File: config.mk
export PLATFORM = sky130hd
export DESIGN_NAME = getir_tamponu
export DESIGN_NICKNAME = d
export VERILOG_FILES = /design/src/rtl/getir_tamponu.sv
export SDC_FILE = /design/constraint.sdc
export NUM_CORES = 1
export LEC_CHECK = 0
export ABC_AREA = 1
export ABC_CLOCK_PERIOD_IN_PS = 8400
export BUFFER_PORTS_ARGS = -buffer_cell sky130_fd_sc_hd__buf_2
export CAP_MARGIN = 15
export CORE_ASPECT_RATIO = 0.9
export CORE_UTILIZATION = 40
export CTS_BUF_LIST = sky130_fd_sc_hd__clkbuf_4 sky130_fd_sc_hd__clkbuf_8
export CTS_CLUSTER_SIZE = 24
export DETAILED_ROUTE_END_ITERATION = 6
export GPL_ROUTABILITY_DRIVEN = 0
export RECOVER_POWER = 50
export SKIP_LAST_GASP = 1
export SYNTH_ARGS = -nofsm -noshare
export SYNTH_HDL_FRONTEND = slang
export SYNTH_SLANG_ARGS = --single-unit
File: constraint.sdc
create_clock -name clk_i -period 8.4 [get_ports clk_i]
set_input_delay 1.26 -clock clk_i [delete_from_list [all_inputs] [get_ports clk_i]]
set_output_delay 1.26 -clock clk_i [all_outputs]
set_load 0.05 [all_outputs]
File: src/rtl/getir_tamponu.sv
`default_nettype none
// ============================================================================
//  Module   : getir_tamponu
//  Purpose  : Fetch buffer between the instruction fetch stage and decode.
//             A small circular FIFO of DERINLIK entries.  Each entry holds
//             a fetched instruction word, its PC and the fetch fault flag,
//             which is 65 bits in total.  When the buffer is empty, decode
//             sees a NOP with PC 0 and no fault.
//  Revision : 1.0 - initial release
// ----------------------------------------------------------------------------
//  Parameters
//    DERINLIK          number of entries (power of two, 2..16)
//    NOP_BUYRUK        instruction word presented while empty
//  Ports
//    clk_i             clock, rising edge
//    rst_ni            synchronous active-low reset
//    bosalt_i          flush (branch / exception redirect)
//    getir_gecerli_i   fetch entry valid
//    getir_hazir_o     buffer can accept an entry
//    getir_buyruk_i    fetched instruction word
//    getir_ps_i        PC of the fetched instruction
//    getir_hata_i      instruction access fault on this fetch
//    coz_gecerli_o     head entry valid toward decode
//    coz_hazir_i       decode accepts the head entry
//    coz_buyruk_o      head instruction word
//    coz_ps_o          head PC
//    coz_getir_hata_o  head fetch fault
//    doluluk_o         current occupancy
// ============================================================================
module getir_tamponu #(
  parameter int          DERINLIK   = 4,
  parameter logic [31:0] NOP_BUYRUK = 32'h0000_0013
) (
  input  logic                        clk_i,
  input  logic                        rst_ni,
  input  logic                        bosalt_i,
  input  logic                        getir_gecerli_i,
  output logic                        getir_hazir_o,
  input  logic [31:0]                 getir_buyruk_i,
  input  logic [31:0]                 getir_ps_i,
  input  logic                        getir_hata_i,
  output logic                        coz_gecerli_o,
  input  logic                        coz_hazir_i,
  output logic [31:0]                 coz_buyruk_o,
  output logic [31:0]                 coz_ps_o,
  output logic                        coz_getir_hata_o,
  output logic [$clog2(DERINLIK):0]   doluluk_o
);

  localparam int c_PTR_W = $clog2(DERINLIK);
  localparam int c_DOL_W = c_PTR_W + 1;

  localparam logic [c_PTR_W-1:0] c_PTR_BIR     = c_PTR_W'(1);
  localparam logic [c_DOL_W-1:0] c_DOL_BIR     = c_DOL_W'(1);
  localparam logic [c_DOL_W-1:0] c_DOL_SIFIR   = '0;
  localparam logic [c_DOL_W-1:0] c_DOL_DERINLIK = c_DOL_W'(DERINLIK);

  // --------------------------------------------------------------------------
  // State
  // --------------------------------------------------------------------------
  logic [c_PTR_W-1:0] r_yaz_ptr;
  logic [c_PTR_W-1:0] r_oku_ptr;
  logic [c_DOL_W-1:0] r_doluluk;

  // Entry layout: {fault, pc[31:0], instr[31:0]}
  logic [64:0] r_kayit [DERINLIK];

  logic        w_hazir;
  logic        w_gecerli;
  logic        w_yaz;
  logic        w_oku;
  logic [64:0] w_bas;

  // Both handshake qualifiers come from registered occupancy only, so neither
  // ready nor valid has a combinational path from the opposite side.
  assign w_hazir   = (r_doluluk < c_DOL_DERINLIK);
  assign w_gecerli = (r_doluluk != c_DOL_SIFIR);

  // A flush cancels any handshake that happens in the same cycle.
  assign w_yaz = getir_gecerli_i && w_hazir   && !bosalt_i;
  assign w_oku = w_gecerli       && coz_hazir_i && !bosalt_i;

  // --------------------------------------------------------------------------
  // Pointers and occupancy
  // DERINLIK is a power of two, so the natural pointer overflow gives the
  // modulo-DERINLIK wrap.
  // --------------------------------------------------------------------------
  always_ff @(posedge clk_i) begin
    if (!rst_ni) begin
      r_yaz_ptr <= '0;
      r_oku_ptr <= '0;
      r_doluluk <= '0;
    end else if (bosalt_i) begin
      r_yaz_ptr <= '0;
      r_oku_ptr <= '0;
      r_doluluk <= '0;
    end else begin
      if (w_yaz) begin
        r_yaz_ptr <= r_yaz_ptr + c_PTR_BIR;
      end
      if (w_oku) begin
        r_oku_ptr <= r_oku_ptr + c_PTR_BIR;
      end
      case ({w_yaz, w_oku})
        2'b10:   r_doluluk <= r_doluluk + c_DOL_BIR;
        2'b01:   r_doluluk <= r_doluluk - c_DOL_BIR;
        default: r_doluluk <= r_doluluk;
      endcase
    end
  end

  // --------------------------------------------------------------------------
  // Entry storage. Not reset: stale contents are never visible because the
  // head outputs are masked whenever occupancy is zero.
  // --------------------------------------------------------------------------
  always_ff @(posedge clk_i) begin
    if (w_yaz) begin
      r_kayit[r_yaz_ptr] <= {getir_hata_i, getir_ps_i, getir_buyruk_i};
    end
  end

  assign w_bas = r_kayit[r_oku_ptr];

  // --------------------------------------------------------------------------
  // Outputs
  // --------------------------------------------------------------------------
  assign getir_hazir_o    = w_hazir;
  assign coz_gecerli_o    = w_gecerli;
  assign coz_buyruk_o     = w_gecerli ? w_bas[31:0]  : NOP_BUYRUK;
  assign coz_ps_o         = w_gecerli ? w_bas[63:32] : 32'h0;
  assign coz_getir_hata_o = w_gecerli ? w_bas[64]    : 1'b0;
  assign doluluk_o        = r_doluluk;

endmodule
`default_nettype wire

# Word-level counts from Yosys, hierarchy flattened

Memory sizes are Yosys's and may differ from the RTL's. A register that Yosys moved wholly into a read port is not among the register bits.
Cells that the tools add are included.

Flip-flop bits (word level): 7
Bits in latches: 0
Memory bits (writable): 260
Memory bits (read-only): 0
Input port bits: 70
Output and inout port bits: 70
Word-level logic and storage cells: 28
Memories kept: 1

Add/sub/neg operators: 4
Multiply operators: 0
Divide/modulo/power cells: 0
Order comparisons: 1
Equal/unequal tests: 2
Shift-type cells: 0
Muxes and demuxes: 8
Bitwise operators: 1
Reduce and logical (&&, ||, !) cells: 8

Memory list:

| memory  | depth | width | read ports | clocked after memory_dff | wr ports | RTL line | text |
|---|---|---|---|---|---|---|---|
| r_kayit | 4     | 65    | 1          | 1                        | 1        | 66       | `logic [64:0] r_kayit [DERINLIK];` |

Operators with widths:

| kind                                             | number |
|---|---|
| 2-to-1 mux 32 bit                                | 2 |
| case mux 3 bit (2 select lines)                  | 1 |
| adder 2 x 1 -> 2 bit, second input constant      | 2 |
| logical AND 1 bit                                | 4 |
| 2-to-1 mux 2 bit                                 | 2 |
| adder 3 x 1 -> 3 bit, second input constant      | 1 |
| < comparator 3 bit, second input constant        | 1 |
| 2-to-1 mux 1 bit                                 | 3 |
| nonzero test 3 bit                               | 1 |
| subtractor 3 x 1 -> 3 bit, second input constant | 1 |
| == test 2 x 1 -> 1 bit, second input constant    | 1 |
| == test 2 bit, second input constant             | 1 |
| nonzero test 2 bit                               | 1 |
| OR reduction 2 bit                               | 1 |
| logical NOT 1 bit                                | 1 |
| NOT 1 bit                                        | 1 |

# Longest topological paths before layout

Gate-level depths: netlist (run 1).

Word-level depth: 5
Mapped depth: 13
Depth with buffers taken out: 13

# Worst setup path after synthesis (run 1)

No wires, ideal clock.

Path type: input port to flip-flop
From: in bosalt_i
To: mem r_kayit[0][0], enable pin
Setup time: 489 ps
Arrival: 4317 ps
Data required time: 7911 ps
Setup slack: 3594 ps
Cell stages on the path: 3
Path buffers: 0
Path through: inv_1 -> nand3_1 -> nor2_1

Word-level cells in the longest chain between the ends: 4

RTL lines:

| element                                | RTL line | text |
|---|---|---|
| start, declared                        | 36       | `input logic bosalt_i,` |
| logical NOT 1 bit                      | 80       | `assign w_yaz = getir_gecerli_i && w_hazir && !bosalt_i;` |
| logical AND 1 bit                      | 80       |  |
| 2-to-1 mux 1 bit                       | 117      | `if (w_yaz) begin` |
| 2-to-1 mux 1 bit (implied by the code) | 118      | `r_kayit[r_yaz_ptr] <= {getir_hata_i, getir_ps_i, getir_buyruk_i};` |
| end, declared                          | 66       |  |

Every way passes these cells.

==> impl_metrics.csv, run 1 <==
group,metric,value,unit
outcome,status,"complete, but fails checks",
outcome,violations,"capacitance limit, slew limit",
power_and_ir_drop,p_clk_frac,0.385,
power_and_ir_drop,p_total,2.71,mW
synthesis,yosysSeqAreaShare,0.755,
timing,rsz0062_at_grt,"no",
clocking,cts_resized,0,
critical_path,start_kind,"flip-flop",
critical_path,cp_max_fo,80,
power_and_ir_drop,p_seq_frac,0.554,
detailed_routing,wl_per_cell,16.7,microns
synthesis,syn_nets,912,
cells_and_area,nNetsFinal,1059,
timing,hold_violations,0,
critical_path,crit_path_end_kind,"primary output",
detailed_routing,drtPass1Iterations,5,
timing,tns,0,ns
timing,whs,0.499,ns
timing,worst_pin_slew,2.16,ns
die,start_util,0.407,
die,pin_count,140,
timing,fin_crit,4.41,ns
detailed_routing,drt_wl_total,22500,microns
synthesis,syn_avg_cell_area,12.6,sq um
cells_and_area,drive_gt1_frac,0.152,
power_and_ir_drop,p_leak,4.28,nW
power_and_ir_drop,p_int,2.11,mW
cells_and_area,final_common_cell,"edfxtp_1",
critical_path,arrival,3.15,ns
timing,relSlewSlack,-0.441,
die,die_y,156,microns
synthesis,synthCells,836,
die,rows,56,
die,die_x,173,microns
clocking,clockBufferDepth,3,
clocking,clk_pin_slew,0.05,ns
clocking,post_cts_buffers,0,
clocking,cts_tree,"built",
placed_design,io_buffers,139,
synthesis,synth_area_leaders,"edfxtp_1, nor2_1, a21oi_1",
critical_path,crit_slowest_cell,"buf_4",
detailed_routing,via_per_inst,4.83,
cells_and_area,antennaDiodeCount,0,
critical_path,worst-path-buf-inv,3,
detailed_routing,postRouteAntennaNets,0,
worst_hold_path,hold_class,"reg2reg",
power_and_ir_drop,power_density,223,nW/um^2
die,dieArea,27100,sq um
placed_design,dp_hpwl,11700,microns
grt,grt.total_usage,0.167,
critical_path,path_class,"reg2out",
timing,fin_ws,3.99,ns
critical_path,cp_data_required_time,7.14,ns
critical_path,cp_slowest_stage_delay,0.72,ns
grt,grt_pass1_wl,35000,microns
power_and_ir_drop,comb_power_share,0.061,
timing,timing.fmax,227,MHz
clocking,cts_sinks,269,
grt,grt_max_degree,81,
placed_design,dpl_worst_slack,4.53,ns
power_and_ir_drop,irDropWorstVdd,0.000129,V
clocking,clock_latency,0.53,ns
clocking,root_buffer,"clkbuf_8",
grt,first_global_vias,6513,
timing,period_share,0.525,
die,core_area,26000,sq um
synthesis,synth_top_area_cell,"edfxtp_1",
detailed_routing,vias,6514,
grt,grt-ovfl-total,0,
grt,antenna_found_initial,0,
synthesis,synth.distinct_cells,20,
clocking,cts-htree-levels,2,
detailed_routing,drt-initial-drc-count,427,
synthesis,yosysTopAreaCellShare,0.738,
timing,maxSlewViolCount,51,
flow_run,maxCapViolations,2,
detailed_routing,drcViolationCount,0,
timing,finalSetupViolations,0,
timing,clock-skew-final,0.00931,ns
critical_path,cp_top_family,"buffers and inverters",
cells_and_area,layout_common_cells,"edfxtp_1, nor2_1, a21oi_1, o21ai_0, buf_2",
clocking,cts_buffers,45,
cells_and_area,fillers,2380,
synthesis,yosysWarningCount,0,
synthesis,yosys_register_bits,269,
cells_and_area,syn_to_final_growth,15.2,%
critical_path,worstPathCellList,"inv_4 > buf_4 > o21ai_0 > a21oi_1 > buf_2",
clocking,cts_hold_buffers,0,
synthesis,synthesis.area,10600,sq um
power_and_ir_drop,p_switching,607,uW
power_and_ir_drop,switching_share,0.224,
-- worst paths after layout --
kind / slack (ns) / cells past startpoint / endpoint / from
setup / recovery: 3.99 / 5 / coz_ps_o[10] / flip-flop
hold reg to reg: 0.50 / 2 / flip-flop / r_oku_ptr[1]
setup reg to reg: 4.74 / 5 / r_kayit[3][4] / doluluk_o[2]
hold / removal: 0.50 / 2 / flip-flop / r_oku_ptr[1]
-- power groups by stage --
stage	clock [mW]	sequential, mW	combinational, mW
6_report	1.04	1.50	0.165
5_1_grt	1.13	1.50	0.180
4_1_cts	1.07	1.50	0.171
3_5_place_dp	0	1.53	0.171
3_3_place_gp	0	1.53	0.169
2_1_floorplan	0	1.53	0.108
-- cell type report --
type,count,area [sq um],area share
clock buffer,58,717,0.0589
clock inverter,7,60.1,0.00493
inverter,21,81.3,0.00668
multi-input combinational,497,2210,0.181
sequential,269,7990,0.656
tap,348,435,0.0357
timing repair buffer,149,684,0.0562
-- kinds of logic (layout without fill, tap and decap cells) --
kind of cell               after synthesis  in the layout  share of synthesized area
AOI/OAI and AO/OA                      204            204                     0.0965
buffers and inverters                   70            235                     0.0377
DFF                                    269            269                      0.755
and+or+nand+nor                        287            287                      0.103
adders and majority gates                6              6                    0.00781
-- registers in the layout, summed over array words and instances, names as in the netlist, named ones only --
name / count
r_oku_ptr: 2
r_yaz_ptr: 2
doluluk_o: 3
r_kayit: 260
-- cells in the mapped netlist --
cell type and number:
buf_8 1, buf_1 1, inv_2 3, buf_6 11, nor2_1 259, nand2_2 1
o21ai_1 58, clkbuf_1 4, ha_1 5, buf_2 23, dfxtp_1 9, edfxtp_1 260
inv_1 18, fa_1 1, o21ai_0 73, nand3_1 4, buf_4 1, nand2_1 23
a21oi_1 73, clkbuf_2 8
-- through the flow --
step,std cells,utilization,area [sq um]
after CTS,1349,0.472,12300
after global placement,1284,0.442,11500
after global routing,1349,0.469,12200
after detailed placement,1284,0.442,11500
final,1349,0.469,12200
after floorplan,836,-,10600
-- layer usage --
metal  global-route usage  vias up  wire length, microns
li1                     -     3229                     -
met1                0.214     3039                  9950
met2                0.271      198                 10400
met3               0.0491       48                  1720
met4               0.0590        0                   460
met5                    0        -                     0
-- worst min-delay path, stage by stage, from the launching register on --
cell	delay [ns]
dfxtp_1	0.33
nand2_1	0.07
a21oi_1	0.06
Note: power is estimated with default switching activity, not from simulation.
==> inputs of run 2 (changes only) <==
--- a/config.mk
+++ b/config.mk
@@ -5,8 +5,8 @@
 export SDC_FILE = /design/constraint.sdc
 export NUM_CORES = 1
 export LEC_CHECK = 0
-export ABC_AREA = 1
-export ABC_CLOCK_PERIOD_IN_PS = 8400
+export ABC_AREA = 0
+export ABC_CLOCK_PERIOD_IN_PS = 4200
 export BUFFER_PORTS_ARGS = -buffer_cell sky130_fd_sc_hd__buf_2
 export CAP_MARGIN = 15
 export CORE_ASPECT_RATIO = 0.9
==> constraint.sdc (replaced) <==
create_clock -name clk_i -period 4.2 [get_ports clk_i]
set_input_delay 0.63 -clock clk_i [delete_from_list [all_inputs] [get_ports clk_i]]
set_output_delay 0.63 -clock clk_i [all_outputs]
set_load 0.05 [all_outputs]
==> run 2 against run 1 <==
Against the previous run: the run still ends with capacitance limit, slew limit left; total power grew 100%; highest routed layer unchanged; first-iteration DRC count down 31%; synthesized cell count is 44% lower; clock power up 120%; cell count shrank 25%; combinational power is 55% higher; cell area down 0.46%; register-to-register slack lost 3.8 ns; non-clock buffer count shrank 5; die area fell by 2.6%; count of clock-buffer cells in the layout increased by 9; via count is 24% lower.
==> impl_metrics.csv, run 2 <==
group,metric,value,unit
clocking,clockBufferDepth,3,
cells_and_area,final_common_cell,"edfxtp_1",
detailed_routing,drtPass1Iterations,4,
grt,grt-ovfl-total,0,
synthesis,yosysMostFrequentCell,"edfxtp_1",
synthesis,ys.flop_type,"edfxtp_1",
synthesis,synthArstFlopShare,0,
power_and_ir_drop,irDropWorstVdd,0.000281,V
clocking,cts_buffers,44,
synthesis,synth_area_leaders,"edfxtp_1, mux4_2, nor2b_1",
die,die_y,154,microns
synthesis,yosys_register_bits,269,
timing,worst_pin_slew,1.84,ns
critical_path,startpoint,"doluluk_o[0]",
grt,grt_max_degree,66,
placed_design,dp_hpwl,11100,microns
critical_path,start_kind,"flip-flop",
critical_path,path_class,"reg2out",
critical_path,regToRegEndpoint,"r_kayit[2][33]",
cells_and_area,drive_gt1_frac,0.326,
detailed_routing,wl_per_cell,19.7,microns
power_and_ir_drop,p_switching,1.14,mW
power_and_ir_drop,p_clk_frac,0.413,
cells_and_area,layout_common_cells,"edfxtp_1, buf_2, clkbuf_1, mux4_2, nor2b_1",
grt,grt.total_usage,0.154,
clocking,post_cts_buffers,0,
clocking,cts_hold_buffers,0,
critical_path,arrival,2.71,ns
synthesis,yosysTopAreaCellShare,0.758,
clocking,cts-htree-levels,2,
grt,grt_pass1_wl,30400,microns
critical_path,cp_data_required_time,3.57,ns
synthesis,synthesis.area,10300,sq um
critical_path,r2r_start,"doluluk_o[2]",
worst_hold_path,holdPathStages,1,
critical_path,endpoint,"coz_buyruk_o[19]",
synthesis,syn_avg_cell_area,22.2,sq um
detailed_routing,drt-initial-drc-count,295,
timing,clock-skew-final,0.0156,ns
synthesis,yosysWarningCount,0,
synthesis,syn_nets,540,
synthesis,synth.distinct_cells,26,
detailed_routing,via_per_inst,4.90,
grt,antenna_found_initial,2,
power_and_ir_drop,p_int,4.39,mW
clocking,cts_sinks,269,
power_and_ir_drop,comb_power_share,0.046,
timing,rsz0062_at_grt,"no",
synthesis,synth_top_area_cell,"edfxtp_1",
timing,timing.fmax,299,MHz
timing,period_share,0.796,
power_and_ir_drop,power_density,457,nW/um^2
detailed_routing,drcViolationCount,0,
critical_path,ff2ff_setup_slack,0.99,ns
timing,relSlewSlack,-0.226,
detailed_routing,drt_wl_total,19800,microns
die,die_x,171,microns
cells_and_area,fillers,2190,
synthesis,synth-edff-count,260,
critical_path,crit_path_end_kind,"primary output",
cells_and_area,syn_to_final_growth,17.7,%
power_and_ir_drop,switching_share,0.207,
clocking,cts_tree,"built",
detailed_routing,vias,4930,
die,pin_count,140,
grt,first_global_vias,5475,
clocking,cts_resized,0,
placed_design,post_dp_cell_area,11300,sq um
timing,maxSlewViolCount,132,
power_and_ir_drop,p_leak,3.93,nW
clocking,clk_pin_slew,0.06,ns
critical_path,reg2reg_depth,2,
timing,fin_crit,3.34,ns
cells_and_area,regMostFlops,"r_kayit",
worst_hold_path,hold_class,"in2reg",
die,dieArea,26400,sq um
cells_and_area,design_area,12100,sq um
die,rows,55,
power_and_ir_drop,p_seq_frac,0.541,
synthesis,yosysSeqAreaShare,0.776,
synthesis,synth_commonest_cells,"edfxtp_1, mux4_2, nor2b_1",
die,core_area,25200,sq um
flow_run,maxCapViolations,2,
cells_and_area,nNetsFinal,708,
timing,hold_violations,0,
outcome,violations,"capacitance limit, slew limit",
critical_path,cp_max_fo,26,
die,start_util,0.409,
detailed_routing,postRouteAntennaNets,0,
clocking,clock_latency,0.53,ns
synthesis,synthCells,464,
timing,tns,0,ns
clocking,root_buffer,"clkbuf_8",
cells_and_area,largest_register_ffs,260,
outcome,status,"complete, but fails checks",
placed_design,io_buffers,139,
timing,finalSetupViolations,0,
[run 2: changes by cell type after synthesis, sizes merged, moves of 59 or more]
cell,delta
a21oi,-70
mux4,+65
nor2,-251
nor2b,+59
o21ai,-129
[run 2: cell type report]
cell class              count  area [sq um]  area share
inverters                   8          30.0     0.00248
repair buffers            144           643      0.0530
clock inverters            10          97.6     0.00805
diodes                      1          2.50    0.000206
well taps                 342           428      0.0353
flip-flops and latches    269          8000       0.659
clock buffers              67           797      0.0657
multi-input cells         165          2130       0.176
[run 2: power groups by stage]
stage	sequential [mW]	combinational, mW	clock, mW
5_1_grt	3.00	0.275	2.47
3_5_place_dp	3.05	0.269	0
6_report	3.00	0.255	2.29
2_1_floorplan	3.05	0.165	0
3_3_place_gp	3.05	0.260	0
4_1_cts	3.00	0.270	2.35
[run 2: critical path: stages, from the launching register on]
cell and delay (ns):
dfxtp_1 0.36, nor3_1 0.25, clkbuf_1 1.03, nor2b_1 0.23, buf_2 0.30
[run 2: routing by layer]
metal	up-vias	share of wire	global-route usage	routed length [microns]
met3	41	0.084	0.0502	1660
met1	2499	0.42	0.195	8220
met4	0	0.022	0.0536	427
met2	179	0.48	0.250	9470
li1	2211	-	-	-
met5	-	0	0	0
[run 2: how the worst min path moves through the flow]
stage	startpoint	end	slack [ns]
floorplan	r_oku_ptr[1]	flip-flop	0.46
global placement	r_oku_ptr[1]	flip-flop	0.46
detailed placement	r_oku_ptr[1]	flip-flop	0.48
CTS	getir_ps_i[25]	r_kayit[2][57]	0.27
global route	getir_buyruk_i[18]	r_kayit[2][18]	0.33
finish	getir_buyruk_i[11]	r_kayit[2][11]	0.35
[run 2: cells by family (layout without fill, tap and decap cells)]
kind of cell               Yosys count  in the layout  share of synthesized area
muxes                               66             66                      0.143
xor gates and xnor gates             4              4                    0.00340
adders and majority gates            6              6                    0.00802
DFF                                269            269                      0.776
AOI/OAI and AO/OA                    6              6                    0.00316
buffers and inverters               30            229                     0.0165
other                                0              1                          0
and+or+nand+nor                     83             83                     0.0502
[run 2: stage by stage]
step	instances	worst slack (ns)	hold WS [ns]	total power, mW	util
floorplan	464	1.22	0.459	3.22	-
global placement	928	1.50	0.458	3.31	0.450
finish	1006	0.857	0.347	5.54	0.481
global route	1006	0.600	0.325	5.74	0.481
CTS	1005	0.927	0.267	5.62	0.486
detailed placement	928	1.52	0.477	3.32	0.450
==> inputs of run 3 (changes only) <==
--- a/config.mk
+++ b/config.mk
@@ -6,7 +6,7 @@
 export NUM_CORES = 1
 export LEC_CHECK = 0
 export ABC_AREA = 0
-export ABC_CLOCK_PERIOD_IN_PS = 4200
+export ABC_CLOCK_PERIOD_IN_PS = 2800
 export BUFFER_PORTS_ARGS = -buffer_cell sky130_fd_sc_hd__buf_2
 export CAP_MARGIN = 15
 export CORE_ASPECT_RATIO = 0.9
==> constraint.sdc (replaced) <==
create_clock -name clk_i -period 2.8 [get_ports clk_i]
set_input_delay 0.42 -clock clk_i [delete_from_list [all_inputs] [get_ports clk_i]]
set_output_delay 0.42 -clock clk_i [all_outputs]
set_load 0.05 [all_outputs]
==> run 3 against run 2 <==
Against the previous run: the flow now finishes without violations; cell area increased by 1.9%; setup slack got worse by 0.70 ns; register-to-register slack got worse by 0.61 ns; sequential power increased by 50%; combinational power increased by 55%; sequential cell count unchanged; global-route usage increased by 0.27 points; cell count increased by 1.3%; die area unchanged; core utilization increased by 0.93 points; count of clock-buffer cells in the layout decreased by 2; first-iteration DRC count increased by 13%; critical endpoint is now coz_buyruk_o[1].
==> impl_metrics.csv, run 3 (synthesized netlist as in run 2, its figures left out) <==
group,metric,value,unit
detailed_routing,postRouteAntennaNets,0,
critical_path,worstPathCellList,"buf_6 > mux4_2 > or2_1 > buf_2",
timing,timing.fmax,378,MHz
placed_design,dpl_worst_slack,0.590,ns
clocking,clk_pin_slew,0.06,ns
cells_and_area,drive_gt1_frac,0.350,
clocking,cts_buffers,43,
clocking,clock_latency,0.54,ns
cells_and_area,fillers,2146,
clocking,cts_hold_buffers,0,
placed_design,place_inst,939,
clocking,clockBufferDepth,3,
outcome,status,"finished clean",
detailed_routing,drt_wl_total,20000,microns
die,die_x,171,microns
timing,whs,0.137,ns
clocking,cts-htree-levels,2,
critical_path,worst-path-buf-inv,2,
timing,fin_ws,0.154,ns
grt,grt_max_degree,41,
grt,antenna_found_initial,3,
power_and_ir_drop,p_int,6.76,mW
grt,grt_pass1_wl,30900,microns
clocking,cts_tree,"built",
power_and_ir_drop,p_clk_frac,0.425,
die,pin_count,140,
power_and_ir_drop,p_switching,1.73,mW
placed_design,dp_hpwl,11900,microns
detailed_routing,via_per_inst,4.91,
cells_and_area,syn_to_final_growth,20.0,%
cells_and_area,finalNonFillerCells,1019,
cells_and_area,final_common_cell,"edfxtp_1",
timing,clock-skew-final,0.0261,ns
timing,tns,0,ns
timing,worst_pin_slew,0.824,ns
timing,period_share,0.945,
timing,hold_violations,0,
timing,maxSlewViolCount,0,
critical_path,cp_data_required_time,2.38,ns
detailed_routing,vias,5000,
die,rows,55,
cells_and_area,largest_register_ffs,260,
power_and_ir_drop,p_total,8.49,mW
cells_and_area,nNetsFinal,718,
grt,first_global_vias,5613,
critical_path,cp_slowest_stage_delay,0.54,ns
power_and_ir_drop,power_density,687,nW/um^2
cells_and_area,layout_common_cells,"edfxtp_1, buf_2, clkbuf_1, mux4_2, nor2b_1",
timing,rsz0062_at_grt,"no",
critical_path,path_class,"reg2out",
timing,fin_crit,2.65,ns
grt,grt.total_usage,0.157,
clocking,cts_sinks,269,
power_and_ir_drop,comb_power_share,0.046,
critical_path,start_kind,"flip-flop",
die,die_y,154,microns
power_and_ir_drop,p_seq_frac,0.529,
die,core_area,25200,sq um
critical_path,arrival,2.23,ns
power_and_ir_drop,irDropWorstVdd,0.000369,V
timing,relSlewSlack,0.450,
detailed_routing,drt-initial-drc-count,334,
critical_path,crit_path_end_kind,"primary output",
flow_run,maxCapViolations,0,
cells_and_area,regMostFlops,"r_kayit",
cells_and_area,fin_util,0.491,
die,dieArea,26400,sq um
cells_and_area,design_area,12400,sq um
cells_and_area,ff_latch_area,8000,sq um
power_and_ir_drop,p_leak,4.06,nW
detailed_routing,drtPass1Iterations,4,
clocking,root_buffer,"clkbuf_8",
cells_and_area,multi_input_area,2130,sq um
critical_path,cp_top_family,"multiplexers",
clocking,post_cts_buffers,0,
worst_hold_path,hold_class,"in2reg",
detailed_routing,drcViolationCount,0,
placed_design,post_dp_cell_area,11500,sq um
detailed_routing,wl_per_cell,19.6,microns
timing,finalSetupViolations,0,
grt,grt-ovfl-total,0,
power_and_ir_drop,switching_share,0.203,
placed_design,io_buffers,139,
critical_path,crit_slowest_cell,"mux4_2",
critical_path,cp_max_fo,12,
die,start_util,0.409,
[run 3: cell types whose count changed in the layout (fill, tap and decap cells not counted)]
cell        previous run  this run
and2_4                 2         1
diode_2                1         2
clkbuf_1              70        66
clkinv_1               6         2
buf_4                  4         7
clkinvlp_4             2         1
clkinv_2               0         6
buf_12                 0         7
bufinv_16              2         4
buf_6                  0         1
and2_2                 2         3
clkbuf_4              20        19
buf_2                 70        73
[run 3: power groups by stage]
stage               Combinational, mW  Clock [mW]  Sequential (mW)
finish                          0.394        3.60             4.49
detailed placement              0.416           0             4.57
global route                    0.427        3.89             4.49
CTS                             0.417        3.70             4.49
global placement                0.404           0             4.57
floorplan                       0.247           0             4.58
[run 3: worst paths after layout]
kind         depth (start not counted)  slack [ns]      startpoint         endpoint
max                                  4        0.15       flip-flop  coz_buyruk_o[1]
min reg2reg                          2        0.48    r_oku_ptr[1]        flip-flop
max reg2reg                          3        0.38    doluluk_o[2]   r_kayit[1][39]
min                                  1        0.14  getir_ps_i[27]   r_kayit[3][59]
[run 3: final cells by class]
class                   count  area share
clock inverters            13      0.0134
diodes                      2    0.000405
multi-input cells         165       0.172
well taps                 342      0.0346
repair buffers            155      0.0667
inverters                   8     0.00243
flip-flops and latches    269       0.647
clock buffers              65      0.0633
[run 3: layer usage]
metal	GRT usage	vias up	wire (microns)	share of wire
li1	-	2229	-	-
met1	0.185	2579	7940	0.40
met2	0.268	157	9990	0.50
met3	0.0555	33	1750	0.088
met4	0.0502	2	308	0.015
met5	0	-	10	0.00050
[run 3: what timing repair did]
item	in CTS	in global routing
resized for setup	0	1
hold endpoints to repair	0	0
setup endpoints to repair	0	2
